**src/rtl/mem_port_arbiter.sv**
```systemverilog
// Arbitrates one single-port memory bus between instruction fetch and load/store.
// Data has priority; results are registered and pipe_stall holds until every live requester is served.
module mem_port_arbiter #(
    parameter int unsigned ADDR_W   = 16,
    parameter int unsigned DATA_W   = 16,
    parameter int unsigned MAX_WAIT = 15
) (
    input  logic              clk,
    input  logic              reset,
    input  logic              if_req,
    input  logic [ADDR_W-1:0] if_addr,
    input  logic              if_kill,
    output logic [DATA_W-1:0] if_instr,
    output logic              if_ok,
    input  logic              mem_rd,
    input  logic              mem_wr,
    input  logic [ADDR_W-1:0] mem_addr,
    input  logic [DATA_W-1:0] mem_wdata,
    input  logic [1:0]        mem_bytes,
    output logic [DATA_W-1:0] mem_rdata,
    output logic              mem_ok,
    output logic              pipe_stall,
    output logic              bus_req,
    output logic              bus_we,
    output logic [ADDR_W-1:0] bus_addr,
    output logic [DATA_W-1:0] bus_wdata,
    output logic [1:0]        bus_be,
    input  logic [DATA_W-1:0] bus_rdata,
    input  logic              bus_ack,
    output logic              bus_err
);

    localparam int unsigned CNT_W = $clog2(MAX_WAIT + 1);

    typedef enum logic [1:0] {
        S_IDLE  = 2'd0,
        S_DATA  = 2'd1,
        S_FETCH = 2'd2
    } state_t;

    state_t              r_state;
    state_t              w_state_nxt;
    logic                r_bus_req;
    logic                r_bus_we;
    logic [ADDR_W-1:0]   r_bus_addr;
    logic [DATA_W-1:0]   r_bus_wdata;
    logic [1:0]          r_bus_be;
    logic [1:0]          r_bytes;
    logic [DATA_W-1:0]   r_if_instr;
    logic [DATA_W-1:0]   r_mem_rdata;
    logic                r_if_ok;
    logic                r_mem_ok;
    logic                r_bus_err;
    logic                r_discard;
    logic [CNT_W-1:0]    r_wait;

    logic                w_dpend;
    logic                w_fpend;
    logic                w_stall;
    logic                w_grant_data;
    logic                w_grant_fetch;
    logic                w_busy;
    logic                w_timeout;
    logic                w_done;
    logic                w_fetch_keep;
    logic [DATA_W-1:0]   w_load_data;

    assign w_dpend = mem_rd | mem_wr;
    assign w_fpend = if_req & ~if_kill;
    assign w_stall = (w_dpend & ~r_mem_ok) | (w_fpend & ~r_if_ok);

    // Reset drops the stall immediately, without waiting for an edge.
    assign pipe_stall = w_stall & ~reset;

    // State register
    always_ff @(posedge clk or posedge reset) begin
        if (reset) begin
            r_state <= S_IDLE;
        end else begin
            r_state <= w_state_nxt;
        end
    end

    // Next-state logic
    always_comb begin
        w_state_nxt = r_state;
        case (r_state)
            S_IDLE: begin
                if (w_grant_data) begin
                    w_state_nxt = S_DATA;
                end else if (w_grant_fetch) begin
                    w_state_nxt = S_FETCH;
                end
            end
            S_DATA, S_FETCH: begin
                if (w_done) begin
                    w_state_nxt = S_IDLE;
                end
            end
            default: w_state_nxt = S_IDLE;
        endcase
    end

    // Output/decode logic
    always_comb begin
        w_grant_data  = 1'b0;
        w_grant_fetch = 1'b0;
        w_busy        = (r_state == S_DATA) || (r_state == S_FETCH);
        w_timeout     = 1'b0;
        w_done        = 1'b0;
        w_fetch_keep  = 1'b0;
        w_load_data   = bus_rdata;
        if (r_state == S_IDLE) begin
            w_grant_data  = w_dpend & ~r_mem_ok;
            w_grant_fetch = ~w_grant_data & w_fpend & ~r_if_ok;
        end
        w_timeout    = w_busy & r_bus_req & ~bus_ack & (r_wait == CNT_W'(MAX_WAIT - 1));
        w_done       = (w_busy & bus_ack) | w_timeout;
        w_fetch_keep = (r_state == S_FETCH) & ~r_discard & ~if_kill;
        case (r_bytes)
            2'b01:   w_load_data = DATA_W'(bus_rdata[7:0]);
            2'b10:   w_load_data = {{(DATA_W - 8){bus_rdata[7]}}, bus_rdata[7:0]};
            default: w_load_data = bus_rdata;
        endcase
    end

    // Bus request registers, wait counter and result registers
    always_ff @(posedge clk or posedge reset) begin
        if (reset) begin
            r_bus_req   <= 1'b0;
            r_bus_we    <= 1'b0;
            r_bus_addr  <= '0;
            r_bus_wdata <= '0;
            r_bus_be    <= 2'b00;
            r_bytes     <= 2'b00;
            r_if_instr  <= '0;
            r_mem_rdata <= '0;
            r_if_ok     <= 1'b0;
            r_mem_ok    <= 1'b0;
            r_bus_err   <= 1'b0;
            r_discard   <= 1'b0;
            r_wait      <= '0;
        end else begin
            r_bus_err <= w_timeout;

            if (w_grant_data) begin
                r_bus_req   <= 1'b1;
                r_bus_we    <= mem_wr;
                r_bus_addr  <= mem_addr;
                r_bus_wdata <= mem_wdata;
                r_bytes     <= mem_bytes;
                r_bus_be    <= ((mem_bytes == 2'b01) || (mem_bytes == 2'b10)) ? 2'b01 : 2'b11;
            end else if (w_grant_fetch) begin
                r_bus_req  <= 1'b1;
                r_bus_we   <= 1'b0;
                r_bus_addr <= if_addr;
                r_bus_be   <= 2'b11;
            end else if (w_done) begin
                r_bus_req <= 1'b0;
            end

            if (w_grant_data || w_grant_fetch || w_done) begin
                r_wait <= '0;
            end else if (w_busy && r_bus_req && !bus_ack) begin
                r_wait <= r_wait + CNT_W'(1);
            end

            // A kill during a fetch only marks its result for dropping.
            if (w_done) begin
                r_discard <= 1'b0;
            end else if ((r_state == S_FETCH) && if_kill) begin
                r_discard <= 1'b1;
            end

            if ((r_state == S_DATA) && w_done) begin
                r_mem_ok <= 1'b1;
                if (w_timeout) begin
                    r_mem_rdata <= '0;
                end else if (!r_bus_we) begin
                    r_mem_rdata <= w_load_data;
                end
            end else if (!w_stall) begin
                r_mem_ok <= 1'b0;
            end

            if ((r_state == S_FETCH) && w_done && w_fetch_keep) begin
                r_if_ok    <= 1'b1;
                r_if_instr <= w_timeout ? '0 : bus_rdata;
            end else if (if_kill || !w_stall) begin
                r_if_ok <= 1'b0;
            end
        end
    end

    assign bus_req   = r_bus_req;
    assign bus_we    = r_bus_we;
    assign bus_addr  = r_bus_addr;
    assign bus_wdata = r_bus_wdata;
    assign bus_be    = r_bus_be;
    assign bus_err   = r_bus_err;
    assign if_instr  = r_if_instr;
    assign if_ok     = r_if_ok;
    assign mem_rdata = r_mem_rdata;
    assign mem_ok    = r_mem_ok;

endmodule

```
**config.mk**
```make
export PLATFORM = sky130hd
export DESIGN_NAME = mem_port_arbiter
export DESIGN_NICKNAME = d
export VERILOG_FILES = /design/src/rtl/mem_port_arbiter.sv
export SDC_FILE = /design/constraint.sdc
export NUM_CORES = 1
export LEC_CHECK = 0
export BUFFER_PORTS_ARGS = -buffer_cell sky130_fd_sc_hd__buf_2
export CORE_MARGIN = 2
export CORE_UTILIZATION = 45
export DETAILED_ROUTE_END_ITERATION = 6
export HOLD_SLACK_MARGIN = 0.08
export PLACE_DENSITY = 0.83
export SLEW_MARGIN = 10
export SYNTH_ARGS = -nofsm -noshare
export SYNTH_HDL_FRONTEND = slang
export SYNTH_SLANG_ARGS = --single-unit
```
**constraint.sdc**
```tcl
create_clock -name clk -period 3.3 [get_ports clk]
set_input_delay 0.495 -clock clk [delete_from_list [all_inputs] [get_ports clk]]
set_output_delay 0.495 -clock clk [all_outputs]
set_load 0.02 [all_outputs]
```
# Word level (Yosys, flattened, before mapping)
# Cells that the tools add are included.
# totals
regBits	80
inputBits	73
output_inout_bits	72
wordCells	98
# op_classes
addsub	1
n_eq_ne	11
mux	28
n_bitwise	22
reduce_logical	22
# ops
operator	count
two-way mux 16 bit	5
one-hot mux 16 bit (2 select lines)	1
two-way mux 1 bit	13
bitwise AND 1 bit	12
two-way mux 2 bit	6
two-way mux 4 bit	2
nonzero test 2 bit	4
inverter 1 bit	7
equality test 2 x 1 -> 1 bit (second input constant)	3
equality test 2 bit (second input constant)	3
logical AND 1 bit	6
logical OR 1 bit	5
adder 4 x 1 -> 4 bit (second input constant)	1
equality test 4 bit (second input constant)	1
inequality test 2 x 1 -> 1 bit (second input constant)	2
one-hot mux 2 bit (2 select lines)	1
AND reduction 2 bit	2
inequality test 3 bit (second input constant)	1
bitwise OR 1 bit	3
nonzero test 3 bit	1
zero test 1 bit	2
zero test 2 bit	1
inequality test 2 bit (second input constant)	1
OR reduction 2 bit	1

# Depth between registers and ports, before layout
# Gate-level depths: netlist of the first run.
# depth
depth_word	9
ltp_mapped	8
depth_no_buf	6

# Worst setup path before layout of the first run
# Ideal clock, no wire load.
# synth_timing
kind	flip-flop to output port
start	reg r_if_ok (netlist: if_ok)
end	out pipe_stall
t_arrival_ps	1366
required_time_ps	2805
slack_ps	1439
path_stages_with_launch	3
n_path_buf	0
path_cell_list	dfrtp_1 -> or3b_2 -> a21oi_1
# synth_between
elab_chain_cells	4
# synth_lines
element	line_no	text
start: declaration	51	logic r_if_ok;
start signal: assignment	138	r_if_ok <= 1'b0;
start signal: assignment	187	r_if_ok <= 1'b1;
start signal: assignment	190	r_if_ok <= 1'b0;
inverter 1 bit	70	assign w_stall = (w_dpend & ~r_mem_ok) | (w_fpend & ~r_if_ok);
bitwise AND 1 bit	70	
bitwise OR 1 bit	70	
bitwise AND 1 bit	73	assign pipe_stall = w_stall & ~reset;
end: declaration	22	output logic pipe_stall,
# No other way between the ends.

# Worst setup path in the final report of the first run
# layout_timing
start	reg r_state[1]
end	reg r_mem_rdata[1] (netlist: mem_rdata[1])
# layout_between
elab_chain_cells	8
word_cells_on_any_way	12
classes_between	eq/ne: 3; mux: 1; bitwise: 5; reduce/logical: 3
# layout_lines
element	line_no	text
start: declaration	41	state_t r_state;
start signal: assignment	80	r_state <= w_state_nxt;
equality test 2 x 1 -> 1 bit or equality test 2 bit (tied branches)	108, 175	
logical OR 1 bit	108	w_busy = (r_state == S_DATA) || (r_state == S_FETCH);
bitwise AND 1 bit (3 in series)	117	w_timeout = w_busy & r_bus_req & ~bus_ack & (r_wait == CNT_W'(MAX_WAIT - 1));
bitwise OR 1 bit	118	w_done = (w_busy & bus_ack) | w_timeout;
logical AND 1 bit	175	if ((r_state == S_DATA) && w_done) begin
AND reduction 2 bit (no line)	n/a	
end signal: assignment	180	r_mem_rdata <= w_load_data;
end: declaration	50	logic [DATA_W-1:0] r_mem_rdata;
# Parallel ways exist; a longest one is shown, timed or not.
# A chain may end at the register's enable or synchronous reset.

==> results.md, run 1 <==
* Count of unique library cells instantiated by Yosys at 38
* Growth of design area from synthesis to finish at 28.83%
* Via count of the first global-routing pass at 2784
* Number of hold buffers added after cts at 0
* Dominant combinational cell family by area after synthesis: multiplexers
* Total core area at 0.007647 mm2
* Post CTS Setup Buffer Count at 0
* Net switching component of the power at 1.847 mW
* Total die area at 0.008516 mm2
* Required time at the endpoint of the critical path at 3.53 ns
* Xor/xnor share of the synthesized area at 0.9989%
* Total non-filler cell area in the finished layout at 0.004518 mm2
* Total track usage at 19.45%
* Synth Area in Adders at 2.141%
* RSZ-0062 raised after global routing: false
* Buffers from clock root to sink, at most at 2
* Worst slack on hold paths at 0.2091 ns
* Most common cell after layout, fill and taps aside: sky130_fd_sc_hd__buf_2
* Largest net degree at the start of global routing at 37
* Simple-gate area share of the yosys netlist at 8.990%
* Synthesized cell area at 0.003507 mm2
* Maximum ir drop on the vdd rail at 0.4206 mV
* Number of flip-flops and latches in the synthesized netlist at 80
* Die boundary width at 92.28 um
* Post-synth EDFFs at 0
* Share of total power in sequential cells at 36.6%
* Number of instances in the synthesized netlist at 299
* Number of antenna violations at the first check in global routing at 0
* Pin slew with the least headroom to its limit at 0.7799 ns
* Achievable Freq at 443.4 MHz
* Final period demand of the worst path at 2.255 ns
* Ratio of cells with drive above 1 in the final layout at 45.56%
* Clock tree from TritonCTS: done
* Starting utilization of the core area at 45.86%
* Row count at 32
* Endpoints failing hold at 0
* Number of nets in the final layout at 524
* Routed wirelength normalized by instance count at 14.74 um
* Tcrit/Tclk final at 68.35%
* Worst relative slew slack at 48.01%
* Wire length of the first global-routing pass at 13070 um
* Routability congestion estimate at 0.7603
* Post-DP Area at 0.004305 mm2
* Top-Level Pins at 145
* Sequential area share after synthesis at 57.08%
* Final Routed Wirelength at 8136 um
* Most frequent cells in the layout: 144 x sky130_fd_sc_hd__buf_2, 80 x sky130_fd_sc_hd__dfrtp_1, 30 x sky130_fd_sc_hd__mux2_2
* Yosys synthesis warning count at 0
* Critical setup path kind: reg -> reg
* Primary FF master, synth: sky130_fd_sc_hd__dfrtp_1
* Overflow left after global routing at 0
* Final Max Slew Viols at 0
* H-tree depth reported by CTS at 3
* Antenna Nets Post-Route at 0
* Antenna diode instance count at 0
* Clock-pin slew of the registers on the worst-case setup and hold paths at 0.09 ns
* Arrival time reported for the critical path endpoint at 2.48 ns
* IO Port Bufs at 144
* Number of buffers inserted during clock tree synthesis at 9
* Final-layout setup total negative slack at 0 ns
* Switching share of power at 40.91%
* Count of filler cells inserted in the layout at 676
* Part of the power in combinational logic at 46.3%
* Area occupied by multi-input gates at 0.001323 mm2
* Power density cells at 999.4 mW/mm2
* Total number of vias at 2753
* Detailed-router iteration count before antenna repair at 4
* Post-cts gate resize count at 0
* Synth Net Count at 378
* DRC at 0
* Path category of the worst min-delay check: in -> async
* Clock latency at the later pin of the worst-skew pair at 0.35 ns
* Area taken by flip-flops and latches at 0.002002 mm2
* Type of destination of the critical path: register
* Leak at 2.397 nW
* Status: finished, final reports clean
* Sum of net half-perimeters after detailed placement at 6018 um
* Height of the die at 92.28 um
* Detailed Route Iter0 Violations at 52
* Clock tree sinks at 80
* CP max FO at 25
* Internal power at 2.668 mW
* Final setup violation count at 0
* Clock Tree Root: sky130_fd_sc_hd__clkbuf_8
* Worst-case clock skew at 0.01189 ns
* Post-Synthesis Mean Instance Area at 11.73 um2
* Via-per-instance ratio at 4.987
* Multiplexer share of the synthesized area at 15.77%
* Post-synthesis compound-gate area fraction at 9.811%
* Setup crit start kind: register
* Total of max-cap violations at 0
* Fraction of power consumed by the clock network at 17.1%
* Async SR Flop Fraction at 100.0%
[synth_stat cells, types with 3 or more instances]
master                     number  share of area, %
sky130_fd_sc_hd__dfrtp_1       80                57
sky130_fd_sc_hd__buf_6          3              0.96
sky130_fd_sc_hd__a31oi_1        8               1.4
sky130_fd_sc_hd__mux2i_1       17               4.9
sky130_fd_sc_hd__mux2_4         3               1.3
sky130_fd_sc_hd__o22ai_1       16               2.9
sky130_fd_sc_hd__clkbuf_1       4              0.43
sky130_fd_sc_hd__and2_1         8               1.4
sky130_fd_sc_hd__o21ai_0        3              0.43
sky130_fd_sc_hd__a21oi_1       23               3.3
sky130_fd_sc_hd__ha_1           6               2.1
sky130_fd_sc_hd__mux2_2        30               9.6
sky130_fd_sc_hd__nand2_1       15               1.6
sky130_fd_sc_hd__buf_4          3              0.64
sky130_fd_sc_hd__nor2_1        26               2.8
sky130_fd_sc_hd__inv_1         25               2.7
[cells by family (layout without fill, tap and decap cells)]
family / after synthesis / after routing
AOI/OAI and AO/OA: 57 / 57
and+or+nand+nor: 63 / 63
DFF: 80 / 80
muxes: 50 / 50
xor gates and xnor gates: 4 / 4
buffers and inverters: 39 / 190
adders and majority gates: 6 / 6
[per-layer routing]
metal	up-vias	track usage (%)	share of wire [%]
met4	0	6.219	1.1
met3	9	4.930	6.0
met2	99	33.21	51
met1	1335	24.27	42
met5	-	0	0
li1	1310	-	-
[sequential cells by signal, summed over array words and instances, names as in the netlist]
name,flops
bus_addr,16
bus_wdata,16
if_instr,16
mem_rdata,16
r_wait,4
bus_be,2
r_bytes,2
r_state,2
bus_err,1
bus_req,1
bus_we,1
if_ok,1
mem_ok,1
r_discard,1
[critical path, cell delays in order (launching register included)]
cell                      delay (ns)
sky130_fd_sc_hd__dfrtp_1        0.38
sky130_fd_sc_hd__inv_1          0.07
sky130_fd_sc_hd__ha_1           0.36
sky130_fd_sc_hd__and2b_1        0.23
sky130_fd_sc_hd__nand2_1        0.46
sky130_fd_sc_hd__and2_1         0.38
sky130_fd_sc_hd__mux2_4         0.27
[final timing paths]
path                                        start                        to  slack [ns]  cells after the start
hold reg to reg             bus_be[0]$_DFFE_PP0P_     bus_be[0]$_DFFE_PP0P_        0.48                      1
max in group asynchronous                   reset  mem_rdata[2]$_DFFE_PP0P_        2.34                      3
setup / recovery           r_state[1]$_DFFE_PP0P_  mem_rdata[1]$_DFFE_PP0P_        1.04                      6
hold / removal                              reset   bus_addr[0]$_DFFE_PP0P_        0.21                      2
min in group clk                           mem_wr        bus_we$_DFFE_PP0P_        0.37                      2
setup reg to reg           r_state[1]$_DFFE_PP0P_  mem_rdata[1]$_DFFE_PP0P_        1.04                      6
[metrics by stage]
stage	total power, mW	worst slack [ns]	utilization, %	std cells
final	4.515	1.045	59.08	552
after global routing	4.795	0.8794	59.08	552
after floorplan	3.107	0.7533	-	299
after detailed placement	3.778	1.048	56.30	536
after CTS	4.559	1.053	59.08	552
after global placement	3.694	1.145	56.30	536
[power by group through the flow]
stage	Sequential [mW]	Clock, mW	Combinational (mW)
after CTS	1.65	0.791	2.12
after detailed placement	1.67	0	2.11
after floorplan	2.14	0	0.963
final	1.65	0.773	2.09
after global placement	1.65	0	2.04
after global routing	1.70	0.839	2.26
[layout make-up]
cell class	instances	area share [%]
Clock buffer	11	2.908
Clock inverter	5	1.800
Inverter	25	2.105
Multi-Input combinational cell	180	29.27
Sequential cell	80	44.31
Tap cell	102	2.825
Timing Repair Buffer	149	16.78
No activity file was read; power rests on OpenSTA's default activity.
==> inputs of run 2 (changes only) <==
clock period = 2.1 ns   (was 3.3 ns; I/O delays follow)
==> run 2 against run 1 <==
Combinational power is 60% higher. Clock skew is 0.0015 ns lower. Register-to-register slack worse by 0.83 ns. Clock power is 62% higher. Cell area is 1.7% higher. First-iteration DRC count is 140% higher. Via count is 1.6% higher. Cell count is 1.3% higher. Sequential cell count stayed put. Largest cell class unchanged.
==> results.md, run 2 (same netlist as run 1, synthesis figures left out) <==
* Status: finished, final reports clean
* Area taken by flip-flops and latches at 0.002002 mm2 (unchanged)
* Arrival time reported for the critical path endpoint at 1.65 ns (-0.83 ns)
* Clock tree from TritonCTS: done
* Critical setup path kind: reg -> out
* Path category of the worst min-delay check: in -> reg
* Largest net degree at the start of global routing at 41 (+11%)
* Top-Level Pins at 145 (unchanged)
* Maximum ir drop on the vdd rail at 0.7566 mV (+80%)
* Total die area at 0.008516 mm2 (unchanged)
* H-tree depth reported by CTS at 3 (unchanged)
* Total track usage at 20.28% (+0.83 points)
* Part of the power in combinational logic at 46.4% (about the same)
* Leak at 2.437 nW (+1.7%)
* Post-route core utilization at 60.08% (+1.0 points)
* Number of buffers inserted during clock tree synthesis at 9 (unchanged)
* Clock latency at the later pin of the worst-skew pair at 0.35 ns (about the same)
* RSZ-0062 raised after global routing: false
* Cell at the slowest stage of the critical path: sky130_fd_sc_hd__or3b_2
* Ratio of cells with drive above 1 in the final layout at 46.39% (+0.83 points)
* Die boundary width at 92.28 um (unchanged)
* Pin slew with the least headroom to its limit at 0.5522 ns (-0.2277 ns)
* Via-per-instance ratio at 5.005 (+0.36%)
* DRC at 0 (unchanged)
* Type of destination of the critical path: primary output
* Total core area at 0.007647 mm2 (unchanged)
* Number of antenna violations at the first check in global routing at 0 (unchanged)
* Placed cells at 542 (+1.1%)
* Routability congestion estimate at 0.7637 (+0.45%)
* Achievable Freq at 509.6 MHz
* Wire length of the first global-routing pass at 13350 um (+2.2%)
* Final setup violation count at 0 (unchanged)
* Antenna diode instance count at 0 (unchanged)
* Antenna Nets Post-Route at 0 (unchanged)
* Worst-path cell chain: or3b_2, a21oi_1, buf_2
* Row count at 32 (unchanged)
* Count of filler cells inserted in the layout at 642 (-5.0%)
* Buffers from clock root to sink, at most at 2 (unchanged)
* Post-cts gate resize count at 0 (unchanged)
* Final-layout setup total negative slack at 0 ns (unchanged)
* Routed wirelength normalized by instance count at 14.67 um (-0.46%)
* Area occupied by multi-input gates at 0.001323 mm2 (unchanged)
* Overflow left after global routing at 0 (unchanged)
* Startpoint of the worst register-to-register path: r_state[1]$_DFFE_PP0P_
* CP max FO at 4 (-84%)
* Final Total Pwr at 7.187 mW (+59%)
* Switching share of power at 40.93% (about the same)
* Growth of design area from synthesis to finish at 31.00%
* Tcrit/Tclk final at 93.45%
* Sum of net half-perimeters after detailed placement at 6057 um (+0.64%)
* Height of the die at 92.28 um (unchanged)
* Detailed-router iteration count before antenna repair at 4 (unchanged)
* Hold Crit Start: mem_wdata[8]
* Total number of vias at 2798 (+1.6%)
* Critical path startpoint: if_ok$_DFFE_PP0P_
* Required time at the endpoint of the critical path at 1.78 ns (-1.75 ns)
* Most common cell after layout, fill and taps aside: sky130_fd_sc_hd__buf_2
* IO Port Bufs at 144 (unchanged)
* Total of max-cap violations at 0 (unchanged)
* Most frequent cells in the layout: 144 x sky130_fd_sc_hd__buf_2, 80 x sky130_fd_sc_hd__dfrtp_1, 30 x sky130_fd_sc_hd__mux2_2
* Detailed Route Iter0 Violations at 127 (+140%)
* Share of total power in sequential cells at 36.3% (-0.3 points)
* Worst relative slew slack at 63.11% (+15 points)
* Final period demand of the worst path at 1.962 ns
* Endpoints failing hold at 0 (unchanged)
* Starting utilization of the core area at 45.86% (unchanged)
* Via count of the first global-routing pass at 2781 (-0.11%)
* Final Max Slew Viols at 0 (unchanged)
* Fraction of power consumed by the clock network at 17.3% (+0.2 points)
* Clock Tree Root: sky130_fd_sc_hd__clkbuf_8
* Internal power at 4.245 mW (+59%)
* Clock-pin slew of the registers on the worst-case setup and hold paths at 0.08 ns (about the same)
* Number of nets in the final layout at 531 (+1.3%)
* Clock tree sinks at 80 (unchanged)
* Final cell count without fillers at 559 (+1.3%)
* Final Routed Wirelength at 8201 um (+0.80%)
* Setup crit start kind: register
* Net switching component of the power at 2.942 mW (+59%)
* Power density cells at 1564 mW/mm2 (+57%)
* Crit path largest cell delay at 0.54 ns (+0.08 ns)
* Worst-case clock skew at 0.01042 ns (-0.001465 ns)
-- run 2: power groups by stage --
stage	logic, mW	registers [mW]	clock network, mW
2_1_floorplan	1.51	3.37	0
3_3_place_gp	3.27	2.60	0
3_5_place_dp	3.37	2.63	0
4_1_cts	3.37	2.61	1.28
5_1_grt	3.60	2.69	1.36
6_report	3.34	2.61	1.25
-- run 2: critical path: cells and delay by family, from the launching register on --
| kind | cells | cell delay [ns] |
|---|---|---|
| AOI/OAI and AO/OA | 1 | 0.17 |
| buffers and inverters | 1 | 0.18 |
| DFF | 1 | 0.41 |
| and+or+nand+nor | 1 | 0.54 |
-- run 2: metrics by stage --
step	instance area, um2	setup WS, ns	hold WS [ns]
CTS	4594	0.1212	0.1692
finish	4594	0.1376	0.1869
detailed placement	4365	0.2164	0.4023
global placement	4365	0.3094	0.3877
global route	4594	0.01866	0.1664
floorplan	3511	0.3563	0.4318
-- run 2: routing by layer --
metal  track usage, %  part of all wire [%]
met1            25.57                    42
met2            33.15                    50
met3            5.505                   6.5
met4            8.333                   1.8
met5                0                     0
-- run 2: cell type report --
type                    count  share of cell area, %
clock buffers              10                  2.778
clock inverters             6                  1.988
inverters                  25                  2.124
multi-input cells         180                  28.79
flip-flops and latches     80                  43.57
well taps                 102                  2.778
repair buffers            156                  17.97
-- run 2: worst paths after layout --
path / to / slack [ns] / depth (start not counted)
max: pipe_stall / 0.14 / 3
min: bus_wdata[8]$_DFFE_PP0N_ / 0.19 / 2
max reg2reg: mem_rdata[15]$_DFFE_PP0P_ / 0.21 / 7
min reg2reg: bus_be[0]$_DFFE_PP0P_ / 0.47 / 1
max in group asynchronous: mem_rdata[2]$_DFFE_PP0P_ / 0.91 / 4
min in group asynchronous: bus_wdata[10]$_DFFE_PP0N_ / 0.56 / 3
-- run 2: timing repair --
item | CTS | global route
buffers inserted | 0 | 0
hold buffers | 1 | 0
endpoints found under the hold margin | 22 | 0
==> inputs of run 3 (changes only) <==
CORE_UTILIZATION = 35   (was 45)
PLACE_DENSITY = 0.68   (was 0.83)
==> run 3 against run 2 <==
Largest cell class unchanged. Non-clock buffer count is the same. Global-route usage shrank 4.0 points. Sequential share of layout area shrank 0.49 points. Highest routed layer unchanged. Setup slack gained 0.011 ns. Die area grew 27%.
==> results.md, run 3 (same netlist as run 1, synthesis figures left out) <==
* Routability congestion estimate at 0.7591 (-0.60%)
* Number of nets in the final layout at 531 (unchanged)
* Buffers from clock root to sink, at most at 2 (unchanged)
* IO Port Bufs at 144 (unchanged)
* Pre-CTS worst setup slack at 0.2213 ns (+0.004880 ns)
* Pin slew with the least headroom to its limit at 0.5519 ns (-0.0002927 ns)
* Final Max Slew Viols at 0 (unchanged)
* Path category of the worst min-delay check: in -> reg
* Clock latency at the later pin of the worst-skew pair at 0.35 ns (about the same)
* Critical setup path kind: reg -> out
* Power density cells at 1558 mW/mm2 (-0.42%)
* Startpoint of the worst register-to-register path: r_state[1]$_DFFE_PP0P_
* Clock tree sinks at 80 (unchanged)
* Wire length of the first global-routing pass at 14160 um (+6.0%)
* Height of the die at 104.1 um (+13%)
* Switching share of power at 40.80% (-0.13 points)
* Post-route core utilization at 47.76% (-12 points)
* Ratio of cells with drive above 1 in the final layout at 46.83% (+0.44 points)
* Top-Level Pins at 145 (unchanged)
* Worst slack on hold paths at 0.1881 ns (+0.001176 ns)
* Detailed-router iteration count before antenna repair at 6 (+2)
* Final period demand of the worst path at 1.951 ns (-0.01126 ns)
* Setup crit start kind: register
* DRC at 0 (unchanged)
* Net switching component of the power at 2.954 mW (+0.40%)
* Antenna diode instance count at 0 (unchanged)
* Sum of net half-perimeters after detailed placement at 6246 um (+3.1%)
* Total die area at 0.01084 mm2 (+27%)
* Final Routed Wirelength at 8361 um (+2.0%)
* Worst setup slack after layout at 0.1488 ns (+0.01126 ns)
* Overflow left after global routing at 0 (unchanged)
* Detailed Route Iter0 Violations at 95 (-25%)
* Leak at 2.448 nW (+0.43%)
* Via count of the first global-routing pass at 2877 (+3.5%)
* RSZ-0062 raised after global routing: false
* Internal power at 4.285 mW (+0.94%)
* Total track usage at 16.24% (-4.0 points)
* Achievable Freq at 512.5 MHz (+0.58%)
* Critical path startpoint: if_ok$_DFFE_PP0P_
* Endpoints failing hold at 0 (unchanged)
* Starting utilization of the core area at 36.05% (-9.8 points)
* Fraction of power consumed by the clock network at 17.8% (+0.5 points)
* H-tree depth reported by CTS at 3 (unchanged)
* Largest net degree at the start of global routing at 38 (-7.3%)
* Type of destination of the critical path: primary output
* Worst relative slew slack at 63.13% (about the same)
* Part of the power in combinational logic at 46.4% (about the same)
* Growth of design area from synthesis to finish at 32.50%
* Final-layout setup total negative slack at 0 ns (unchanged)
* Maximum ir drop on the vdd rail at 0.6288 mV (-17%)
* Row count at 36 (+13%)
* Number of buffers inserted during clock tree synthesis at 9 (unchanged)
* Most frequent cells in the layout: 144 x sky130_fd_sc_hd__buf_2, 80 x sky130_fd_sc_hd__dfrtp_1, 30 x sky130_fd_sc_hd__mux2_2
* Die boundary width at 104.1 um (+13%)
* Via-per-instance ratio at 4.720 (-5.7%)
* Status: finished, final reports clean
* Hold Crit Start: mem_wdata[11]
* Tcrit/Tclk final at 92.91% (-0.54 points)
* Antenna Nets Post-Route at 0 (unchanged)
* Total of max-cap violations at 0 (unchanged)
* Clock-pin slew of the registers on the worst-case setup and hold paths at 0.08 ns (about the same)
* Share of total power in sequential cells at 35.8% (-0.5 points)
* Clock Tree Root: sky130_fd_sc_hd__clkbuf_8
* Routed wirelength normalized by instance count at 14.17 um (-3.4%)
* Arrival time reported for the critical path endpoint at 1.64 ns (about the same)
* Clock tree from TritonCTS: done
* Worst-case clock skew at 0.009298 ns (-0.001123 ns)
* CP max FO at 4 (unchanged)
* Final setup violation count at 0 (unchanged)
* Number of antenna violations at the first check in global routing at 0 (unchanged)
* Post-cts gate resize count at 0 (unchanged)
* Total number of vias at 2785 (-0.46%)
* Required time at the endpoint of the critical path at 1.78 ns (about the same)
* Total core area at 0.009729 mm2 (+27%)
* Most common cell after layout, fill and taps aside: sky130_fd_sc_hd__buf_2
run 3: layout make-up:
cell class,count,area (um2)
Inverter,25,97.59
Fill cell,962,5082
Clock buffer,10,137.6
Timing Repair Buffer,156,825.8
Clock inverter,6,91.34
Multi-Input combinational cell,180,1326
Tap cell,133,166.4
Sequential cell,80,2002
run 3: path summary, 6_finish.rpt:
path | end | slack, ns | depth (start not counted)
worst max register to register | mem_rdata[12]$_DFFE_PP0P_ | 0.22 | 7
min in group asynchronous | bus_addr[8]$_DFFE_PP0P_ | 0.55 | 3
max in group asynchronous | bus_wdata[4]$_DFFE_PP0N_ | 0.89 | 4
worst max-delay path | pipe_stall | 0.15 | 3
worst min-delay path | bus_wdata[11]$_DFFE_PP0N_ | 0.19 | 2
worst min register to register | bus_be[0]$_DFFE_PP0P_ | 0.49 | 1
run 3: metal layers:
metal	part of all wire, %	vias to the layer above	routed length (um)	track usage [%]
met2	49	110	4106	26.93
li1	-	1323	-	-
met1	42	1339	3523	20.15
met5	0	-	0	0
met3	7.0	13	585	5.013
met4	1.7	0	145	5.502
run 3: timing repair:
action / 4_1_cts / 5_1_grt
setup endpoints to repair: 0 / 0
hold buffers: 1 / 0
endpoints found under the hold margin: 22 / 0
setup buffers: 0 / 0
run 3: worst max-delay path: stages, from the launching register on:
cell and delay (ns):
sky130_fd_sc_hd__dfrtp_1 0.41, sky130_fd_sc_hd__or3b_2 0.54, sky130_fd_sc_hd__a21oi_1 0.16, sky130_fd_sc_hd__buf_2 0.18
run 3: power by group through the flow:
stage | Clock [mW] | Sequential [mW] | Combinational (mW)
final | 1.29 | 2.59 | 3.36
after global routing | 1.42 | 2.68 | 3.66
after CTS | 1.35 | 2.60 | 3.40
after detailed placement | 0 | 2.62 | 3.39
after global placement | 0 | 2.61 | 3.30
after floorplan | 0 | 3.37 | 1.51
run 3: per-stage QoR:
stage | power [mW] | area [um2] | std cells
3_5_place_dp | 6.008 | 4408 | 573
2_1_floorplan | 4.884 | 3511 | 299
6_report | 7.239 | 4647 | 590
5_1_grt | 7.757 | 4647 | 590
4_1_cts | 7.342 | 4647 | 590
3_3_place_gp | 5.916 | 4408 | 573
